[config.mk]
export PLATFORM = sky130hd
export DESIGN_NAME = mem_access_unit
export DESIGN_NICKNAME = d
export VERILOG_FILES = /design/src/rtl/mem_access_unit_pkg.sv /design/src/rtl/mem_access_unit_bus_timeout_counter.sv /design/src/rtl/mem_access_unit.sv
export SDC_FILE = /design/constraint.sdc
export NUM_CORES = 1
export LEC_CHECK = 0
export BUFFER_PORTS_ARGS = -buffer_cell sky130_fd_sc_hd__buf_2
export CORE_MARGIN = 4
export CORE_UTILIZATION = 40
export CTS_CLUSTER_DIAMETER = 40
export CTS_CLUSTER_SIZE = 25
export DETAILED_ROUTE_END_ITERATION = 12
export PLACE_DENSITY = 0.8
export SYNTH_ARGS = -nofsm -noshare
export SYNTH_HDL_FRONTEND = slang
export SYNTH_SLANG_ARGS = --single-unit
[constraint.sdc]
create_clock -name clk -period 1.7 [get_ports clk]
set_input_delay 0.085 -clock clk [delete_from_list [all_inputs] [get_ports clk]]
set_output_delay 0.085 -clock clk [all_outputs]
set_load 0.01 [all_outputs]
[src/rtl/mem_access_unit_pkg.sv]
// Shared CPU definitions for the memory access unit: bus width, parameter defaults
// and FSM state encodings.
package mem_access_unit_pkg;

    localparam int unsigned XLEN                = 32;
    localparam int unsigned DMEM_WORDS_DEFAULT  = 128;
    localparam int unsigned BUS_TIMEOUT_DEFAULT = 255;

    localparam logic [1:0] ST_IDLE = 2'd0;
    localparam logic [1:0] ST_WAIT = 2'd1;
    localparam logic [1:0] ST_DONE = 2'd2;

endpackage

[src/rtl/mem_access_unit_bus_timeout_counter.sv]
// Counts WAIT cycles of an external access; expired marks the last allowed WAIT cycle.
module bus_timeout_counter
    import mem_access_unit_pkg::*;
#(
    parameter int unsigned TIMEOUT = BUS_TIMEOUT_DEFAULT
) (
    input  logic clk,
    input  logic reset,
    input  logic clear,
    input  logic en,
    output logic expired
);

    localparam int unsigned CW = (TIMEOUT < 2) ? 1 : $clog2(TIMEOUT);

    logic [CW-1:0] count_q;
    logic [CW-1:0] count_d;

    always_comb begin
        count_d = count_q;
        if (clear) begin
            count_d = '0;
        end else if (en) begin
            count_d = count_q + CW'(1);
        end
    end

    // The cycle holding count TIMEOUT-1 is the TIMEOUT-th WAIT cycle.
    assign expired = en & (count_q == CW'(TIMEOUT - 1));

    always_ff @(posedge clk) begin
        if (reset) begin
            count_q <= '0;
        end else begin
            count_q <= count_d;
        end
    end

endmodule

[src/rtl/mem_access_unit.sv]
// MEM-stage access unit: zero-latency internal data memory, multi-cycle external bus
// access with stall, timeout and sticky error flag.
module mem_access_unit
    import mem_access_unit_pkg::*;
#(
    parameter int unsigned DMEM_WORDS  = DMEM_WORDS_DEFAULT,
    parameter int unsigned BUS_TIMEOUT = BUS_TIMEOUT_DEFAULT
) (
    input  logic            clk,
    input  logic            reset,
    input  logic [XLEN-1:0] addr,
    input  logic [XLEN-1:0] wdata,
    input  logic            re,
    input  logic            we,
    output logic [XLEN-1:0] dmem_addr,
    output logic [XLEN-1:0] dmem_data,
    output logic            dmem_we,
    input  logic [XLEN-1:0] dmem_q,
    output logic [XLEN-1:0] bus_addr,
    output logic [XLEN-1:0] bus_data,
    output logic            bus_we,
    output logic            bus_start,
    input  logic            bus_done,
    input  logic [XLEN-1:0] bus_q,
    output logic [XLEN-1:0] q,
    output logic            busy,
    output logic            err
);

    logic [1:0]      state_q,     state_d;
    logic [XLEN-1:0] bus_addr_q,  bus_addr_d;
    logic [XLEN-1:0] bus_data_q,  bus_data_d;
    logic            bus_we_q,    bus_we_d;
    logic            bus_start_q, bus_start_d;
    logic [XLEN-1:0] result_q,    result_d;
    logic            err_q,       err_d;
    logic            internal;
    logic            tmo_expired;
    logic            busy_raw;

    assign internal  = addr < XLEN'(DMEM_WORDS);
    assign dmem_addr = addr;
    assign dmem_data = wdata;
    assign dmem_we   = we & internal & ~reset;

    bus_timeout_counter #(
        .TIMEOUT (BUS_TIMEOUT)
    ) u_tmo (
        .clk     (clk),
        .reset   (reset),
        .clear   (state_q != ST_WAIT),
        .en      (state_q == ST_WAIT),
        .expired (tmo_expired)
    );

    // Next-state, bus-request latching and pipeline-facing outputs.
    always_comb begin
        state_d     = state_q;
        bus_addr_d  = bus_addr_q;
        bus_data_d  = bus_data_q;
        bus_we_d    = bus_we_q;
        bus_start_d = 1'b0;
        result_d    = result_q;
        err_d       = err_q;
        busy_raw    = 1'b0;
        q           = dmem_q;
        case (state_q)
            ST_IDLE: begin
                if ((re | we) & ~internal) begin
                    busy_raw    = 1'b1;
                    state_d     = ST_WAIT;
                    bus_addr_d  = addr;
                    bus_data_d  = wdata;
                    bus_we_d    = we;
                    bus_start_d = 1'b1;
                end
            end
            ST_WAIT: begin
                busy_raw = 1'b1;
                // A completion in the timeout cycle still counts as success.
                if (bus_done) begin
                    state_d  = ST_DONE;
                    result_d = bus_we_q ? '0 : bus_q;
                end else if (tmo_expired) begin
                    state_d  = ST_DONE;
                    result_d = '0;
                    err_d    = 1'b1;
                end
            end
            ST_DONE: begin
                q       = result_q;
                state_d = ST_IDLE;
            end
            default: begin
                state_d = ST_IDLE;
            end
        endcase
    end

    assign busy      = busy_raw & ~reset;
    assign bus_addr  = bus_addr_q;
    assign bus_data  = bus_data_q;
    assign bus_we    = bus_we_q;
    assign bus_start = bus_start_q;
    assign err       = err_q;

    always_ff @(posedge clk) begin
        if (reset) begin
            state_q     <= ST_IDLE;
            bus_addr_q  <= '0;
            bus_data_q  <= '0;
            bus_we_q    <= 1'b0;
            bus_start_q <= 1'b0;
            result_q    <= '0;
            err_q       <= 1'b0;
        end else begin
            state_q     <= state_d;
            bus_addr_q  <= bus_addr_d;
            bus_data_q  <= bus_data_d;
            bus_we_q    <= bus_we_d;
            bus_start_q <= bus_start_d;
            result_q    <= result_d;
            err_q       <= err_d;
        end
    end

endmodule

Word level (Yosys, flattened, before mapping) --
Cells that the tools add are included.
Cells by class: $add $sub $neg 1, bitwise gates (word level) 10, mux-type cells 10, $lt $le $gt $ge 1, reduce and logical (&&, ||, !) cells 8, equality and inequality tests 6
Operators by type and width (count):
- 32-bit 2-to-1 mux | 4
- 32-bit by 8-bit < comparator with 1-bit output (second input constant) | 1
- 8-bit by 1-bit adder with 8-bit output (second input constant) | 1
- 8-bit == test (second input constant) | 1
- 2-bit 2-to-1 mux | 3
- 2-bit AND reduction | 3
- 1-bit bitwise AND | 5
- 1-bit inverter | 4
- 2-bit one-hot mux with 2 select lines | 1
- 2-bit OR reduction | 2
- 3-bit != test (second input constant) | 1
- 3-bit AND reduction | 1
- 2-bit by 1-bit == test with 1-bit output (second input constant) | 1
- 2-bit == test (second input constant) | 1
- 2-bit logical NOT | 1
- 2-bit by 1-bit != test with 1-bit output (second input constant) | 1
- 2-bit != test (second input constant) | 1
- 1-bit one-hot mux with 2 select lines | 1
- 2-bit nonzero test | 1
- 1-bit 2-to-1 mux | 1
- 1-bit OR | 1
Word-level totals: output and inout bits 165, word-level logic and storage cells 44, flip-flop bits (word level) 109, bits of input ports 133

Depth between registers and ports, before layout --
depth in word-level cells 6, gate-level depth with buffers 7, mapped depth without buffers 5

Modules after synthesis --
Synthesis repeated with hierarchy kept, for this count alone.
Unflattened totals: cells, all modules 526, area total of the unflattened synthesis 5343.9 um^2
Modules (own cells, without submodules):
- mem_access_unit | sequential area each 2021.9 um^2, cells each 484, times used 1, area an instance 4966.0 um^2
- bus_timeout_counter | sequential area each 160.2 um^2, cells each 42, times used 1, area an instance 377.9 um^2

Least setup slack after synthesis --
No wires, ideal clock.
path type reg2reg, start register state_q[1], end register result_q[10], slack 0.149 ns, data arrival time 1.479 ns, stages on the path, launching flop included 7, setup time 0.072 ns, cell sequence dfxtp_1 -> and3b_1 -> a41oi_1 -> nor3b_1 -> buf_2 -> buf_6 -> mux2i_1
Between the ends: word-level cells in the longest chain between the ends 4
Ends and longest elaborated chain:
- start, declared | line mem_access_unit.sv:30 | logic [1:0] state_q, state_d;
- start signal, assigned | line mem_access_unit.sv:117 | state_q <= state_d;
- 2-bit by 1-bit == test with 1-bit output (*) | line mem_access_unit.sv:52, mem_access_unit.sv:67
- 1-bit bitwise AND | line mem_access_unit_bus_timeout_counter.sv:29 | assign expired = en & (count_q == CW'(TIMEOUT - 1));
- 2-bit nonzero test (no line)
- 2-bit AND reduction (no line) (*)
- end signal, assigned | line mem_access_unit.sv:122 | result_q <= result_d;
- end, declared | line mem_access_unit.sv:35 | logic [XLEN-1:0] result_q, result_d;
Mark *: on every way between the ends. The rest lies on a longest branch, timed or not. A chain may end at the register's enable or synchronous reset.

Worst setup path after layout --
start register state_q[1], end output port q[1]
Between the ends: word-level cells in the longest chain between the ends 2
Ends and longest elaborated chain:
- 2-bit == test | line mem_access_unit.sv:67 | case (state_q)
- 32-bit 2-to-1 mux | line mem_access_unit.sv:67
- end, declared | line mem_access_unit.sv:25 | output logic [XLEN-1:0] q,
Every way passes these cells.

==> impl_metrics.tcl <==
set metrics [dict create \
    gr-usage-all-layers_pct 17.0 \
    port_buffers 297 \
    synthFlopType "dfxtp_1" \
    startpoint_type "flip-flop" \
    synth_cell_types 31 \
    fillCellCount 1169 \
    drive_above_1_share_pct 44.5 \
    tns_ps 0 \
    layout_min_cycle_time_ps 1690 \
    slew_violations 0 \
    crit_type "reg2out" \
    power_leakage_nw 3.85 \
    synth.largest_area_cell "dfxtp_1" \
    path_max_fanout 8 \
    post_dp_cell_area_um2 6880 \
    coreArea_um2 13900 \
    setup_viol 0 \
    path_cells "buf_6 > nand2b_4 > clkbuf_16 > mux2_2 > buf_6" \
    cap_violations 0 \
    crit_slowest_cell "mux2_2" \
    hold_viol 0 \
    final_common_cell "buf_2" \
    final_cell_area_um2 8030 \
    fmax_mhz 592 \
    drt.antenna.violating_nets 0 \
    p_per_area_nw_per_um2 832 \
    r2r_setup_slack_ps 60 \
    layout.nets 993 \
    gp_congestion 0.784 \
    hp-start "wdata[2]" \
    row_count 43 \
    syn_avg_cell_area_um2 9.67 \
    cts_tree "built" \
    relSlewSlack_pct 75.8 \
    min_to "bus_data[2]" \
    min_period_over_period_pct 99.3 \
    endpoint_kind "primary output" \
    syn_inst 586 \
    synth_area_leaders "dfxtp_1 (38%), nand2b_1 (18%), mux2i_1 (17%), buf_4 (8.5%), mux2_2 (6.0%)" \
    max-vdd-ir-drop_v 0.000535 \
    crit_top_cell "buf_6" \
    hp-class "in2reg" \
    ys.warnings.count 0 \
    numCtsBuffers 9 \
    detail_route.iter0.violations 157 \
    final_cell_mix "buf_2 (266), nand2b_1 (162), dfxtp_1 (103)" \
    synth-async-reset-ratio_pct 0 \
    htreeDepth 3 \
    firstDrtPassIters 4 \
    yosysSeqAreaShare_pct 38.5 \
    cts-root-buf "clkbuf_16" \
    drc_errors 0 \
    dp_hpwl_mm 10.4 \
    die_h_um 127 \
    antenna_found_initial 0 \
    status "complete, no violations" \
    vias 4841 \
    drt-vias-per-instance 4.64 \
    initial_core_util_pct 40.8 \
    whs_path_depth 3 \
    grt_max_degree 58 \
    yosys_register_bits 109 \
    grt_pass1_vias 4560 \
    slowest_delay_ps 350 \
    die_area_um2 16100 \
    regArea_um2 2190 \
    skew_ps 6.82 \
    path_clk_slew_ps 70 \
    synthToLayoutAreaGrowth_pct 41.6 \
    cp.required_ps 1620 \
    critPathBufInv 3 \
    synth.cell_area_um2 5670 \
    regToRegEndpoint "result_q[19]" \
    cts.sinks 109 \
    path_delay_family "buffers and inverters" \
    routed_wl_mm 15.8 \
    arrival_ps 1600 \
    die_w_um 127 \
    cts_buffer_depth 2 \
    grt.overflow.total 0 \
    clock_latency_ps 340 \
    synth_top_area_share_pct 38.5 \
    multi_input_area_um2 2890 \
    routedWlPerCell_um 15.2 \
    synth_nets 721 \
    grt_first_pass_wirelength_mm 22.4 \
    rsz0062_at_grt "yes" \
    ios 298 \
    antenna_cells 0 \
    synth_edf_count 0 \
    max_slew.worst_pin.slew_ps 359 \
    reg2regPathDepth 6 \
    worstReg2RegStart "u_tmo.count_q[4]" \
]
-- cell families (layout without fill, tap and decap cells) --
kind of cell               after synthesis  count (layout)  share of synthesized area [%]
muxes                                  129             129                           23.5
and+or+nand+nor                        230             230                           23.4
buffers and inverters                  104             381                           12.2
adders and majority gates                2               2                          0.441
DFF                                    109             109                           38.5
xor gates and xnor gates                 6               6                          0.927
AOI/OAI and AO/OA                        6               6                          0.971
-- where the power goes --
| group | internal, W | switching [W] | total (W) |
|---|---|---|---|
| logic | 0.000891 | 0.000772 | 0.00166 |
| registers | 0.00275 | 0.000107 | 0.00286 |
| clock network | 0.00123 | 0.000930 | 0.00216 |
-- cells in the mapped netlist, drive strengths merged (2+ instances only) --
master / count
nor3b: 2
buf: 78
ha: 2
nand2b: 163
xor2: 5
nand2: 32
nand3: 3
nor2: 13
nand4: 5
mux2i: 97
nor3: 3
dfxtp: 109
nor4: 5
clkbuf: 24
inv: 2
mux2: 32
-- how the worst max path moves through the flow --
stage	startpoint	to	cells past startpoint
2_1_floorplan	state_q[1]	result_q[10]	6
3_3_place_gp	addr[9]	bus_data[20]	6
3_5_place_dp	state_q[0]	result_q[4]	5
4_1_cts	reset	dmem_we	6
5_1_grt	state_q[1]	q[1]	5
6_report	state_q[1]	q[1]	5
-- metrics by stage --
step	setup slack [ps]	hold slack [ps]	util, %	total power, W	cells
6_report	12.0	14.6	57.8	0.00668	1043
5_1_grt	-48.3	8.20	57.8	0.00699	1043
4_1_cts	1.34	0.398	55.3	0.00664	1038
3_5_place_dp	32.9	338	49.5	0.00434	976
3_3_place_gp	52.4	333	49.5	0.00432	976
2_1_floorplan	149	227	-	0.00384	586
-- sequential cells by signal (all words and copies together) (netlist names) --
register       cells
bus_addr          32
bus_data          32
bus_start          1
bus_we             1
err                1
result_q          32
state_q            2
u_tmo.count_q      8
-- final cells by class --
type | instances | share of cell area, %
flip-flops and latches | 109 | 27.3
inverters | 2 | 0.0935
well taps | 180 | 2.81
repair buffers | 363 | 30.0
clock inverters | 5 | 0.717
clock buffers | 11 | 3.15
multi-input cells | 373 | 36.0
-- per-layer routing --
metal	part of all wire, %	track usage, %	up-vias	wire [um]
met3	6.5	3.55	27	1040
li1	-	-	2409	-
met5	0	0	-	0
met2	51	29.9	198	8030
met1	40	20.6	2207	6400
met4	2.2	6.06	0	354
-- timing repair --
action | in CTS | in global routing
pin swaps | 0 | 2
hold buffers | 42 | 0
hold endpoints to repair | 42 | 0
endpoints found under the setup margin | 33 | 63
gates cloned | 1 | 3
setup buffers | 3 | 2
resized for setup | 9 | 56
-- tightest hold or removal path, delay by kind of cell --
| kind | cells | cell delay (ps) |
|---|---|---|
| buffers and inverters | 1 | 110 |
| multiplexers | 1 | 60 |
| AND/OR/NAND/NOR | 1 | 60 |
Note: power is estimated with default switching activity, not from simulation.
